### src/rtl/drv_pwm_mc.sv
// Multi-channel PWM driver with a shared prescaled counter.
// Edge-aligned mode: the counter counts up and wraps.
// Center-aligned mode: the counter counts up, then down.
// Duty writes are double-buffered. They are applied only at the period boundary.
// Handshake: i_val_wr is a single-cycle strobe with no ready, so a write is always accepted.
// A write sampled on a boundary clock stays pending until the next boundary.
module drv_pwm_mc #(
    parameter int WIDTH    = 10,
    parameter int CHANNELS = 4,
    parameter int PRESC_W  = 8
) (
    input  logic                      i_clk,
    input  logic                      i_rst_n,
    input  logic [CHANNELS*WIDTH-1:0] i_val,
    input  logic                      i_val_wr,
    input  logic [CHANNELS-1:0]       i_en,
    input  logic                      i_mode,
    input  logic [PRESC_W-1:0]        i_presc,
    output logic [CHANNELS-1:0]       o_drv_port,
    output logic                      o_period_end,
    output logic                      o_pending
);

    localparam logic [WIDTH-1:0] CNT_MAX  = '1;
    localparam logic [WIDTH-1:0] CNT_ONE  = WIDTH'(1);
    localparam logic [WIDTH-1:0] CNT_ZERO = '0;

    logic [PRESC_W-1:0]        pc;
    logic [PRESC_W-1:0]        presc_r;
    logic                      mode_r;
    logic [WIDTH-1:0]          cnt;
    logic                      dir_down;
    logic [CHANNELS*WIDTH-1:0] act_duty;
    logic [CHANNELS*WIDTH-1:0] pend_duty;
    logic                      pend_flag;

    logic                      tick;
    logic                      boundary;
    logic [WIDTH-1:0]          cnt_nxt;
    logic                      dir_nxt;
    logic [CHANNELS-1:0]       cmp;

    assign tick = (pc == presc_r);

    // Next counter value and direction for one tick; the turn points are never held.
    always_comb begin
        cnt_nxt = cnt;
        dir_nxt = dir_down;
        if (!mode_r) begin
            cnt_nxt = cnt + 1'b1;
            dir_nxt = 1'b0;
        end else if (!dir_down) begin
            if (cnt == CNT_MAX) begin
                cnt_nxt = cnt - 1'b1;
                dir_nxt = 1'b1;
            end else begin
                cnt_nxt = cnt + 1'b1;
            end
        end else begin
            cnt_nxt = cnt - 1'b1;
            if (cnt == CNT_ONE) begin
                dir_nxt = 1'b0;
            end
        end
    end

    assign boundary = tick && (cnt_nxt == CNT_ZERO);

    // Per-channel compare against the counter value currently held.
    always_comb begin
        cmp = '0;
        for (int k = 0; k < CHANNELS; k++) begin
            cmp[k] = i_en[k] && (cnt < act_duty[k*WIDTH +: WIDTH]);
        end
    end

    // Prescaler counter: it wraps on each tick, so it restarts at 0 whenever presc_r reloads.
    always_ff @(posedge i_clk or negedge i_rst_n) begin
        if (!i_rst_n) begin
            pc <= '0;
        end else if (tick) begin
            pc <= '0;
        end else begin
            pc <= pc + 1'b1;
        end
    end

    // Main counter and direction.
    // The direction always restarts as up at a boundary.
    always_ff @(posedge i_clk or negedge i_rst_n) begin
        if (!i_rst_n) begin
            cnt      <= '0;
            dir_down <= 1'b0;
        end else if (tick) begin
            cnt      <= cnt_nxt;
            dir_down <= boundary ? 1'b0 : dir_nxt;
        end
    end

    // At a boundary, load the configuration and any duty set that was already pending.
    // A write on the same clock wins the pending flag.
    always_ff @(posedge i_clk or negedge i_rst_n) begin
        if (!i_rst_n) begin
            mode_r    <= 1'b0;
            presc_r   <= '0;
            act_duty  <= '0;
            pend_duty <= '0;
            pend_flag <= 1'b0;
        end else begin
            if (boundary) begin
                mode_r  <= i_mode;
                presc_r <= i_presc;
                if (pend_flag) begin
                    act_duty  <= pend_duty;
                    pend_flag <= 1'b0;
                end
            end
            if (i_val_wr) begin
                pend_duty <= i_val;
                pend_flag <= 1'b1;
            end
        end
    end

    // Registered outputs.
    always_ff @(posedge i_clk or negedge i_rst_n) begin
        if (!i_rst_n) begin
            o_drv_port   <= '0;
            o_period_end <= 1'b0;
        end else begin
            o_drv_port   <= cmp;
            o_period_end <= boundary;
        end
    end

    assign o_pending = pend_flag;

endmodule

### config.mk
export PLATFORM = sky130hd
export DESIGN_NAME = drv_pwm_mc
export DESIGN_NICKNAME = d
export VERILOG_FILES = /design/src/rtl/drv_pwm_mc.sv
export SDC_FILE = /design/constraint.sdc
export NUM_CORES = 1
export LEC_CHECK = 0
export BUFFER_PORTS_ARGS = -buffer_cell sky130_fd_sc_hd__buf_4
export CAP_MARGIN = 0
export CORE_ASPECT_RATIO = 1.5
export CORE_MARGIN = 3
export CORE_UTILIZATION = 55
export DETAILED_ROUTE_END_ITERATION = 7
export PLACE_DENSITY_LB_ADDON = 0.08
export SYNTH_ARGS = -nofsm -noshare
export SYNTH_HDL_FRONTEND = slang
export SYNTH_SLANG_ARGS = --single-unit
### constraint.sdc
create_clock -name i_clk -period 5.6 [get_ports i_clk]
set_input_delay 0.84 -clock i_clk [delete_from_list [all_inputs] [get_ports i_clk]]
set_output_delay 0.84 -clock i_clk [all_outputs]
set_load 0.03 [all_outputs]
==> results.tsv, run 1 <==
stage	metric	value	unit
sta	Slew @ Worst Pin	799	ps
synth	main flop type after synthesis	dfrtp_1	
synth	area leader, netlist	dfrtp_1	
setup_path	CP endpoint kind	flop	
synth	Yosys reg bits	114	
sta	setup violators final	0	
die	die height	133	um
setup_path	CP Cell Sequence	nor3_1 -> and2_1 -> a31oi_1 -> a311oi_1 -> nor4b_2 -> nand3_2 -> buf_4 -> mux2_4	
synth	most common cell in the netlist	dfrtp_1	
synth	Synth Area in Simple Gates	8.55	%
hold_path	min-delay worst type	reg -> reg	
sta	Slew Limit Fails	0	
synth	largest family of logic cells by synthesized area	multiplexers	
grt	number of global-route vias before repair	4115	
die	IO Count	62	
sta	Fin. Hold Viols	0	
sta	Worst Skew	5.92	ps
sta	Max-slew headroom	46.8	%
route	Final ANT Viol Nets	0	
layout	share of cells above drive strength 1	34.8	%
die	Initial Util	57.5	%
grt	first-pass GRT wire length	20.8	mm
grt	remaining global-route overflow	0	
route	wirelength, routed	12.2	mm
synth	Post-Syn Area	5950	um2
clock_tree	CTS root buf	clkbuf_16	
clock_tree	CTS Buf Count	17	
setup_path	Critical Path AT	3790	ps
place	DP Wirelength	8.45	mm
synth	post-synthesis sequential area ratio	47.9	%
sta	setup TNS	0	ps
synth	Post-Synth Adder-Cell Area	8.41	%
synth	xor/xnor cell area share of the yosys netlist	3.68	%
setup_path	CP peak stage delay	730	ps
setup_path	kind of critical path	reg -> reg	
grt	initial antenna violation count	0	
layout	fin util	68.2	%
die	CORE AREA	10400	um2
outcome	status	finished, final reports clean	
clock_tree	Post-CTS Setup Inserts	0	
synth	Ys Warns	0	
power	VDD IR-drop max	0.271	mV
synth	Synth area leaders	dfrtp_1 (48%), mux2_4 (10%), mux2_2 (9.8%)	
route	WL/cell	17.5	um
grt	pin count of the biggest net entering global routing	65	
sta	RSZ-0062 raised after global routing	false	
power	pwr dens	351	nW/um2
setup_path	startpoint types	flop	
route	detailed-route via count	3817	
layout	area occupied by multi-input gates	2830	um2
synth	Synth Area in Compound Gates	6.83	%
clock_tree	clk_lat worst skew	400	ps
synth	Netlist cell types	51	
setup_path	CP required	5880	ps
power	Pleak	3.36	nW
grt	Total GRT Usage	22.0	%
place	# port buffers	61	
place	routability cong.	0.865	
clock_tree	CTS tree	done	
synth	Post-synth EDFFs	0	
run	Max Cap Viol	0	
clock_tree	clock slew at reported path FFs	50	ps
synth	syn_area_per_cell	12.3	um2
sta	Tcrit/Tclk final	62.5	%
clock_tree	post-CTS sizing	0	
route	vias per cell	5.46	
die	die area	12100	um2
route	initial drt markers	111	
synth	mux share of post-synthesis cell area	20.1	%
clock_tree	CTS hold repair buffers	0	
synth	Syn Inst Count	483	
synth	Net Count, Synth	579	
die	# rows	45	
die	Die W	91.0	um
synth	Post-synth ARST share	100	%
synth	Synth top cells by count	dfrtp_1 (114), mux2_2 (52), ha_1 (40), mux2_4 (40), inv_1 (39)	
clock_tree	H-Tree Depth	4	
setup_path	CP max-delay cell	nor3_1	
sta	Max Clk Rate	0.286	GHz
clock_tree	clk buf depth	2	
layout	nets@finish	643	
sta	Period minus WS final	3500	ps
layout	sequential cell area	2850	um2
route	drt first pass iters	4	
clock_tree	clock sink count	114	
setup_path	largest fanout on the critical path	40	
synth	post-synth top area share	47.9	%
layout	Area growth, synth to finish	18.7	%
route	DRC	0	
layout	Layout fillers	807	
layout	number of inserted diodes	0	
[cells in the final DEF (no fill, tap or decap), drive strengths merged, types with 2 or more instances in the layout]
| master | n |
|---|---|
| nand3b | 4 |
| a211o | 4 |
| o21a | 4 |
| nand4 | 6 |
| o21ai | 11 |
| and3 | 4 |
| a21oi | 8 |
| nand2 | 25 |
| mux2 | 92 |
| inv | 40 |
| a31oi | 8 |
| nor4 | 3 |
| nor2b | 2 |
| a21o | 10 |
| dfrtp | 114 |
| o31ai | 2 |
| nand3 | 13 |
| nor2 | 16 |
| xnor2 | 17 |
| clkbuf | 19 |
| nor3 | 7 |
| and4 | 2 |
| xor2 | 8 |
| bufinv | 2 |
| nand2b | 5 |
| a41o | 2 |
| and2 | 3 |
| buf | 65 |
| clkinv | 7 |
| clkinvlp | 2 |
| ha | 40 |
[layout make-up]
cell class | instances | share of cell area, %
inverters | 40 | 2.13
clock inverters | 11 | 1.61
repair buffers | 65 | 6.91
clock buffers | 19 | 6.41
flip-flops and latches | 114 | 40.4
multi-input cells | 309 | 40.1
well taps | 141 | 2.50
[metal layers]
metal / vias to the layer above / global-route usage (%) / part of all wire, %
li1: 1829 / - / -
met1: 1873 / 27.5 / 42
met2: 86 / 36.5 / 51
met3: 29 / 5.25 / 4.1
met4: 0 / 9.48 / 2.6
met5: - / 0 / 0
[final timing paths]
path	slack, ps	startpoint	depth (start not counted)	to
worst max-delay path	2100	cnt[4]	8	act_duty[21]
worst min-delay path	500	pend_duty[2]	1	act_duty[2]
worst max register to register	2100	cnt[4]	8	act_duty[21]
worst min register to register	500	pend_duty[2]	1	act_duty[2]
max in group asynchronous	3910	i_rst_n	2	act_duty[30]
min in group asynchronous	530	i_rst_n	1	presc_r[7]
[where the power goes]
part / switching [mW] / leakage (nW) / internal, mW / total, mW
Combinational: 0.203 / 1.62 / 0.236 / 0.438
Clock: 0.362 / 0.280 / 0.667 / 1.03
Sequential: 0.0878 / 1.46 / 0.925 / 1.01
Total: 0.652 / 3.36 / 1.83 / 2.48
[critical path, delay by kind of cell, from the launching register on]
kind,cells,cell delay (ps)
buf+inv,1,580
simple gates,4,1190
flops,1,600
compound gates,2,600
mux,1,350
[cell families after synthesis]
logic type               after synthesis
AND/OR/NAND/NOR                       93
buffers and inverters                 60
multiplexers                          93
AO/OA/AOI/OAI                         58
flip-flops                           114
adder cells (fa/ha/maj)               40
XOR/XNOR                              25
[state kept, by name, indices dropped and copies added, names as in the netlist]
name and count:
act_duty 40, pend_duty 40, cnt 10, pc 8
presc_r 8, o_drv_port 4, dir_down 1, mode_r 1
o_pending 1, o_period_end 1
[through the flow]
step                hold slack [ps]  power [mW]  instance area [um2]  worst slack (ps)  std cells
CTS                             499        2.51                 7070              2120        699
finish                          496        2.48                 7070              2100        699
global placement                486        1.45                 6500              2170        669
floorplan                       478        1.32                 5950              2670        483
global route                    516        2.61                 7070              1790        699
detailed placement              492        1.47                 6500              2120        669
Power figures use the tool's default switching activity.
==> inputs of run 2 (changes only) <==
- clock period: 5.6 -> 3.4 ns (I/O delays scaled with it)
==> run 2 against run 1 <==
  * Sequential share of layout area is 0.76 points lower
  * Maximum frequency rose by 10%
  * First-iteration DRC count increased by 33%
  * Utilization up 1.3 points
  * Clock-buffer cell count is 2 lower
  * Global-route usage decreased by 1.2 points
  * Clock power is 68% higher
  * Setup slack got worse by 1900 ps
  * Clock skew up 1.9 ps
  * Sequential power increased by 63%
  * Cell count up 2.3%
==> results.tsv, run 2 (synthesis gave the netlist of run 1 again) <==
stage	metric	value	unit	change
sta	setup violators final	0		unchanged
layout	Area growth, synth to finish	20.9	%	
layout	Layout fillers	795		-1.5%
grt	initial antenna violation count	0		unchanged
clock_tree	clock sink count	114		unchanged
place	Placed Instance Area	6620	um2	+1.8%
route	Final ANT Viol Nets	0		unchanged
die	Die W	91.0	um	unchanged
route	drt first pass iters	4		unchanged
power	VDD IR-drop max	0.346	mV	+27%
sta	Tcrit/Tclk final	93.3	%	+31 points
route	detailed-route via count	3891		+1.9%
layout	fin util	69.5	%	+1.3 points
clock_tree	CTS root buf	clkbuf_16		
place	worst slack, placed	269	ps	-1850 ps
clock_tree	CTS hold repair buffers	0		unchanged
route	wirelength, routed	11.6	mm	-4.8%
clock_tree	clk_lat worst skew	410	ps	about the same
grt	remaining global-route overflow	0		unchanged
place	# port buffers	61		unchanged
layout	number of inserted diodes	0		unchanged
setup_path	CP endpoint kind	flop		
die	# rows	45		unchanged
place	DP Wirelength	8.20	mm	-3.0%
route	max layer used	met4		
layout	Final Cell Area	7200	um2	+1.9%
setup_path	Critical Path AT	3460	ps	-330 ps
sta	Slew @ Worst Pin	607	ps	-192 ps
die	die area	12100	um2	unchanged
route	wire length on met3	392	um	-22%
sta	Max Clk Rate	0.315	GHz	+10%
clock_tree	CTS tree	done		
setup_path	CP required	3690	ps	-2190 ps
run	Max Cap Viol	0		unchanged
layout	share of cells above drive strength 1	36.6	%	+1.8 points
route	WL/cell	16.3	um	-6.9%
layout	commonest non-fill, non-tap cells in the layout	dfrtp_1 (114), buf_4 (78), mux2_2 (52), mux2_4 (40), ha_1 (40)		
sta	Fin. Hold Viols	0		unchanged
grt	number of global-route vias before repair	4185		+1.7%
die	CORE AREA	10400	um2	unchanged
route	initial drt markers	148		+33%
sta	setup ws final	227	ps	-1870 ps
clock_tree	Post-CTS Setup Inserts	0		unchanged
route	DRC	0		unchanged
setup_path	kind of critical path	reg -> reg		
grt	pin count of the biggest net entering global routing	50		-23%
route	Metal-1 WL	4.96	mm	-3.1%
layout	nets@finish	657		+2.2%
place	routability cong.	0.841		-2.8%
power	pwr dens	574	nW/um2	+64%
route	vias per cell	5.44		-0.34%
clock_tree	post-CTS sizing	0		unchanged
grt	Total GRT Usage	20.8	%	-1.2 points
die	IO Count	62		unchanged
outcome	status	finished, final reports clean		
die	Initial Util	57.5	%	unchanged
grt	first-pass GRT wire length	20.0	mm	-3.8%
clock_tree	clock slew at reported path FFs	60	ps	about the same
die	die height	133	um	unchanged
clock_tree	CTS Buf Count	17		unchanged
sta	Period minus WS final	3170	ps	-330 ps
setup_path	largest fanout on the critical path	31		-23%
hold_path	min-delay worst type	in -> async		
layout	top flop regs	act_duty (40), pend_duty (40), cnt (10)		
sta	setup TNS	0	ps	unchanged
clock_tree	H-Tree Depth	4		unchanged
sta	Worst Skew	7.83	ps	+1.91 ps
layout	most common cell after layout, fill and taps aside	dfrtp_1		
sta	Slew Limit Fails	0		unchanged
sta	Max-slew headroom	59.5	%	+13 points
route	routed length on met2	5.99	mm	-4.9%
setup_path	startpoint types	flop		
power	Pleak	3.43	nW	+2.2%
clock_tree	clk buf depth	2		unchanged
layout	fin cells	715		+2.3%
sta	RSZ-0062 raised after global routing	false		
place	dpl cells	683		+2.1%
==> run 2: changes by cell type in the layout (fill, tap and decap cells not counted) <==
cell,delta
inv_8,+1
inv_6,+1
buf_12,+1
clkbuf_8,-2
buf_4,+13
clkinvlp_4,+2
clkinv_2,-3
clkinv_4,+3
==> run 2: per-layer routing <==
layer	up-vias	track usage, %
li1	1856	-
met1	1929	24.9
met2	82	35.6
met3	24	4.86
met4	0	9.48
met5	-	0
==> run 2: area by class of cell <==
class / instances / area (um2) / share of cell area (%)
Clock buffer: 17 / 425 / 5.91
Clock inverter: 15 / 160 / 2.22
Inverter: 40 / 150 / 2.08
Multi-Input combinational cell: 309 / 2830 / 39.3
Sequential cell: 114 / 2850 / 39.6
Tap cell: 141 / 176 / 2.45
Timing Repair Buffer: 79 / 606 / 8.41
==> run 2: where the power goes <==
| part | switching (mW) | internal [mW] |
|---|---|---|
| Clock | 0.652 | 1.08 |
| Sequential | 0.130 | 1.52 |
| Combinational | 0.348 | 0.399 |
| Total | 1.13 | 3.00 |
==> run 2: worst max-delay path: stages (launching register included) <==
cell	delay (ps)
dfrtp_1	340
ha_1	280
nand4_4	180
o41ai_2	520
a31oi_1	150
a311oi_1	500
nor4b_2	110
nand3_2	100
buf_4	470
mux2_4	350
==> run 2: final timing paths <==
| path | startpoint | endpoint | slack [ps] | cells after the start |
|---|---|---|---|---|
| worst max-delay path | cnt[0] | act_duty[26] | 230 | 9 |
| worst min-delay path | i_rst_n | presc_r[6] | 120 | 1 |
| worst max register to register | cnt[0] | act_duty[26] | 230 | 9 |
| worst min register to register | pend_duty[25] | act_duty[25] | 500 | 1 |
| max in group asynchronous | i_rst_n | pend_duty[0] | 2540 | 2 |
| min in group i_clk | i_presc[7] | presc_r[7] | 330 | 2 |
==> run 2: stage by stage <==
stage               total power [mW]  hold WS (ps)
detailed placement              2.42           492
floorplan                       2.17           214
global placement                2.41           486
CTS                             4.17           130
global route                    4.34           147
finish                          4.13           116
==> inputs of run 3 (changes only) <==
- CORE_ASPECT_RATIO: 1.5 -> default
==> run 3 against run 2 <==
  * The flow now finishes with violations (hold timing)
  * Worst hold slack got worse by 120 ps
  * Total power increased by 4.9%
  * Utilization increased by 0.22 points
  * Maximum frequency increased by 0.93%
  * Critical path depth decreased by 1
  * Clock-buffer cell count increased by 5
  * Clock skew increased by 1.3 ps
==> results.tsv, run 3 (synthesis gave the netlist of run 1 again) <==
stage	metric	value	unit	change
layout	top flop regs	act_duty (40), pend_duty (40), cnt (10)		
clock_tree	clk_lat worst skew	530	ps	+120 ps
power	sequential power share	38.0	%	-2.0 points
power	Pleak	3.48	nW	+1.3%
route	detailed-route via count	3839		-1.3%
clock_tree	CTS root buf	clkbuf_8		
setup_path	CP required	3810	ps	+120 ps
clock_tree	Post-CTS Setup Inserts	0		unchanged
setup_path	kind of critical path	reg -> reg		
sta	Slew @ Worst Pin	644	ps	+37.4 ps
setup_path	critical path's top delay family	simple AND/OR/NAND/NOR gates		
clock_tree	clock slew at reported path FFs	60	ps	about the same
setup_path	startpoint types	flop		
grt	pin count of the biggest net entering global routing	66		+32%
setup_path	CP Cell Sequence	ha_1 -> nand4_4 -> o41a_1 -> nor4_1 -> o22ai_1 -> nor3_1 -> nand3_1 -> mux2_2		
grt	remaining global-route overflow	0		unchanged
setup_path	CP peak stage delay	590	ps	+70 ps
route	drt first pass iters	6		+2
sta	Worst Skew	9.15	ps	+1.31 ps
die	IO Count	62		unchanged
sta	Fin. Hold Viols	3		+3
setup_path	Critical Path AT	3560	ps	+100 ps
power	NetSw	1.08	mW	-4.5%
route	vias per cell	5.42		-0.36%
grt	number of global-route vias before repair	3889		-7.1%
layout	Final Cell Area	7260	um2	+0.87%
power	Overall Power	4.34	mW	+4.9%
setup_path	critical path depth in cells	8		-1
power	pwr dens	597	nW/um2	+4.0%
die	CORE AREA	10400	um2	+0.54%
route	initial drt markers	128		-14%
power	VDD IR-drop max	0.560	mV	+62%
layout	nets@finish	656		-0.15%
layout	share of cells above drive strength 1	36.2	%	-0.40 points
sta	Tcrit/Tclk final	92.5	%	-0.86 points
route	wirelength, routed	11.8	mm	+1.3%
setup_path	CP endpoint kind	flop		
layout	Area growth, synth to finish	22.0	%	
clock_tree	post-CTS sizing	0		unchanged
sta	Slew Limit Fails	0		unchanged
layout	sequential cell area	2850	um2	unchanged
grt	initial antenna violation count	0		unchanged
layout	commonest non-fill, non-tap cells in the layout	dfrtp_1 (114), buf_4 (76), mux2_2 (52), mux2_4 (40), ha_1 (40)		
clock_tree	CTS hold repair buffers	0		unchanged
sta	Max-slew headroom	57.1	%	-2.5 points
clock_tree	clock sink count	114		unchanged
layout	number of inserted diodes	0		unchanged
sta	setup TNS	0	ps	unchanged
clock_tree	H-Tree Depth	4		unchanged
setup_path	CP Buf/Inv Count	0		-1
die	Initial Util	57.2	%	-0.31 points
run	Max Cap Viol	0		unchanged
layout	fin util	69.7	%	+0.22 points
power	Int Pwr	3.26	mW	+8.4%
die	# rows	37		-18%
sta	RSZ-0062 raised after global routing	false		
grt	first-pass GRT wire length	19.4	mm	-3.0%
die	Die W	110	um	+21%
route	Final ANT Viol Nets	0		unchanged
hold_path	min-delay worst type	in -> async		
place	Placed Instance Area	6620	um2	about the same
sta	Max Clk Rate	0.318	GHz	+0.93%
outcome	failing checks	hold timing		
route	DRC	0		unchanged
power	Clock power frac	44.7	%	+2.7 points
power	switch share	24.9	%	-2.4 points
setup_path	largest fanout on the critical path	11		-65%
die	die area	12100	um2	-0.21%
grt	Total GRT Usage	21.4	%	+0.53 points
setup_path	CP max-delay cell	o41a_1		
sta	Hold Slack	-3.07	ps	-119 ps
clock_tree	clk buf depth	2		unchanged
place	DP Wirelength	8.07	mm	-1.5%
route	WL/cell	16.7	um	+2.3%
layout	most common cell after layout, fill and taps aside	dfrtp_1		
die	die height	110	um	-18%
clock_tree	CTS Buf Count	17		unchanged
setup_path	worst reg2reg path depth	8		-1
sta	Period minus WS final	3140	ps	-29.1 ps
place	# port buffers	61		unchanged
clock_tree	CTS tree	done		
place	routability cong.	0.888		+5.6%
layout	area occupied by multi-input gates	2830	um2	unchanged
outcome	status	finished, violations left		
sta	setup violators final	0		unchanged
layout	Layout fillers	765		-3.8%
power	part of the power in combinational logic	17.3	%	-0.8 points
[run 3: changes by cell type in the layout (fill, tap and decap cells not counted), moves of 2 or more]
cell	previous run	this run
clkinvlp_4	4	1
clkinv_4	4	1
bufinv_16	2	5
clkbuf_8	0	5
buf_4	78	76
[run 3: cell type report]
| class | count | area share [%] |
|---|---|---|
| repair buffers | 78 | 8.41 |
| well taps | 136 | 2.34 |
| inverters | 40 | 2.07 |
| clock buffers | 22 | 6.51 |
| multi-input cells | 309 | 39.0 |
| clock inverters | 9 | 2.43 |
| flip-flops and latches | 114 | 39.3 |
[run 3: final timing paths]
check,from,endpoint,slack (ps)
max in group asynchronous,i_rst_n,act_duty[33],2640
setup reg to reg,cnt[0],presc_r[2],260
setup / recovery,cnt[0],presc_r[2],260
min in group i_clk,i_val[7],pend_duty[7],210
hold / removal,i_rst_n,presc_r[5],-3
hold reg to reg,pend_duty[14],act_duty[14],500
[run 3: power by group through the flow]
stage	Clock, mW	Sequential, mW	Combinational, mW
after floorplan	0	1.68	0.497
after global placement	0	1.66	0.741
after detailed placement	0	1.67	0.754
after CTS	1.97	1.65	0.761
after global routing	2.03	1.67	0.842
final	1.94	1.65	0.750
[run 3: stage by stage]
stage / std cells / setup WS, ps
2_1_floorplan: 483 / 467
3_3_place_gp: 677 / 366
3_5_place_dp: 677 / 356
4_1_cts: 708 / 311
5_1_grt: 708 / 100
6_report: 708 / 256
[run 3: worst reg2reg max path, stage by stage (launching register included)]
cell and delay [ps]:
dfrtp_1 350, ha_1 280, nand4_4 170, o41a_1 590
nor4_1 350, o22ai_1 180, nor3_1 210, nand3_1 440
mux2_2 460
[run 3: per-layer routing]
| metal | share of wire (%) | up-vias | routed length, um | global-route usage [%] |
|---|---|---|---|---|
| li1 | - | 1856 | - | - |
| met1 | 46 | 1874 | 5410 | 28.5 |
| met2 | 47 | 93 | 5560 | 32.9 |
| met3 | 5.5 | 16 | 648 | 6.17 |
| met4 | 1.5 | 0 | 182 | 8.55 |
| met5 | 0 | - | 0 | 0 |
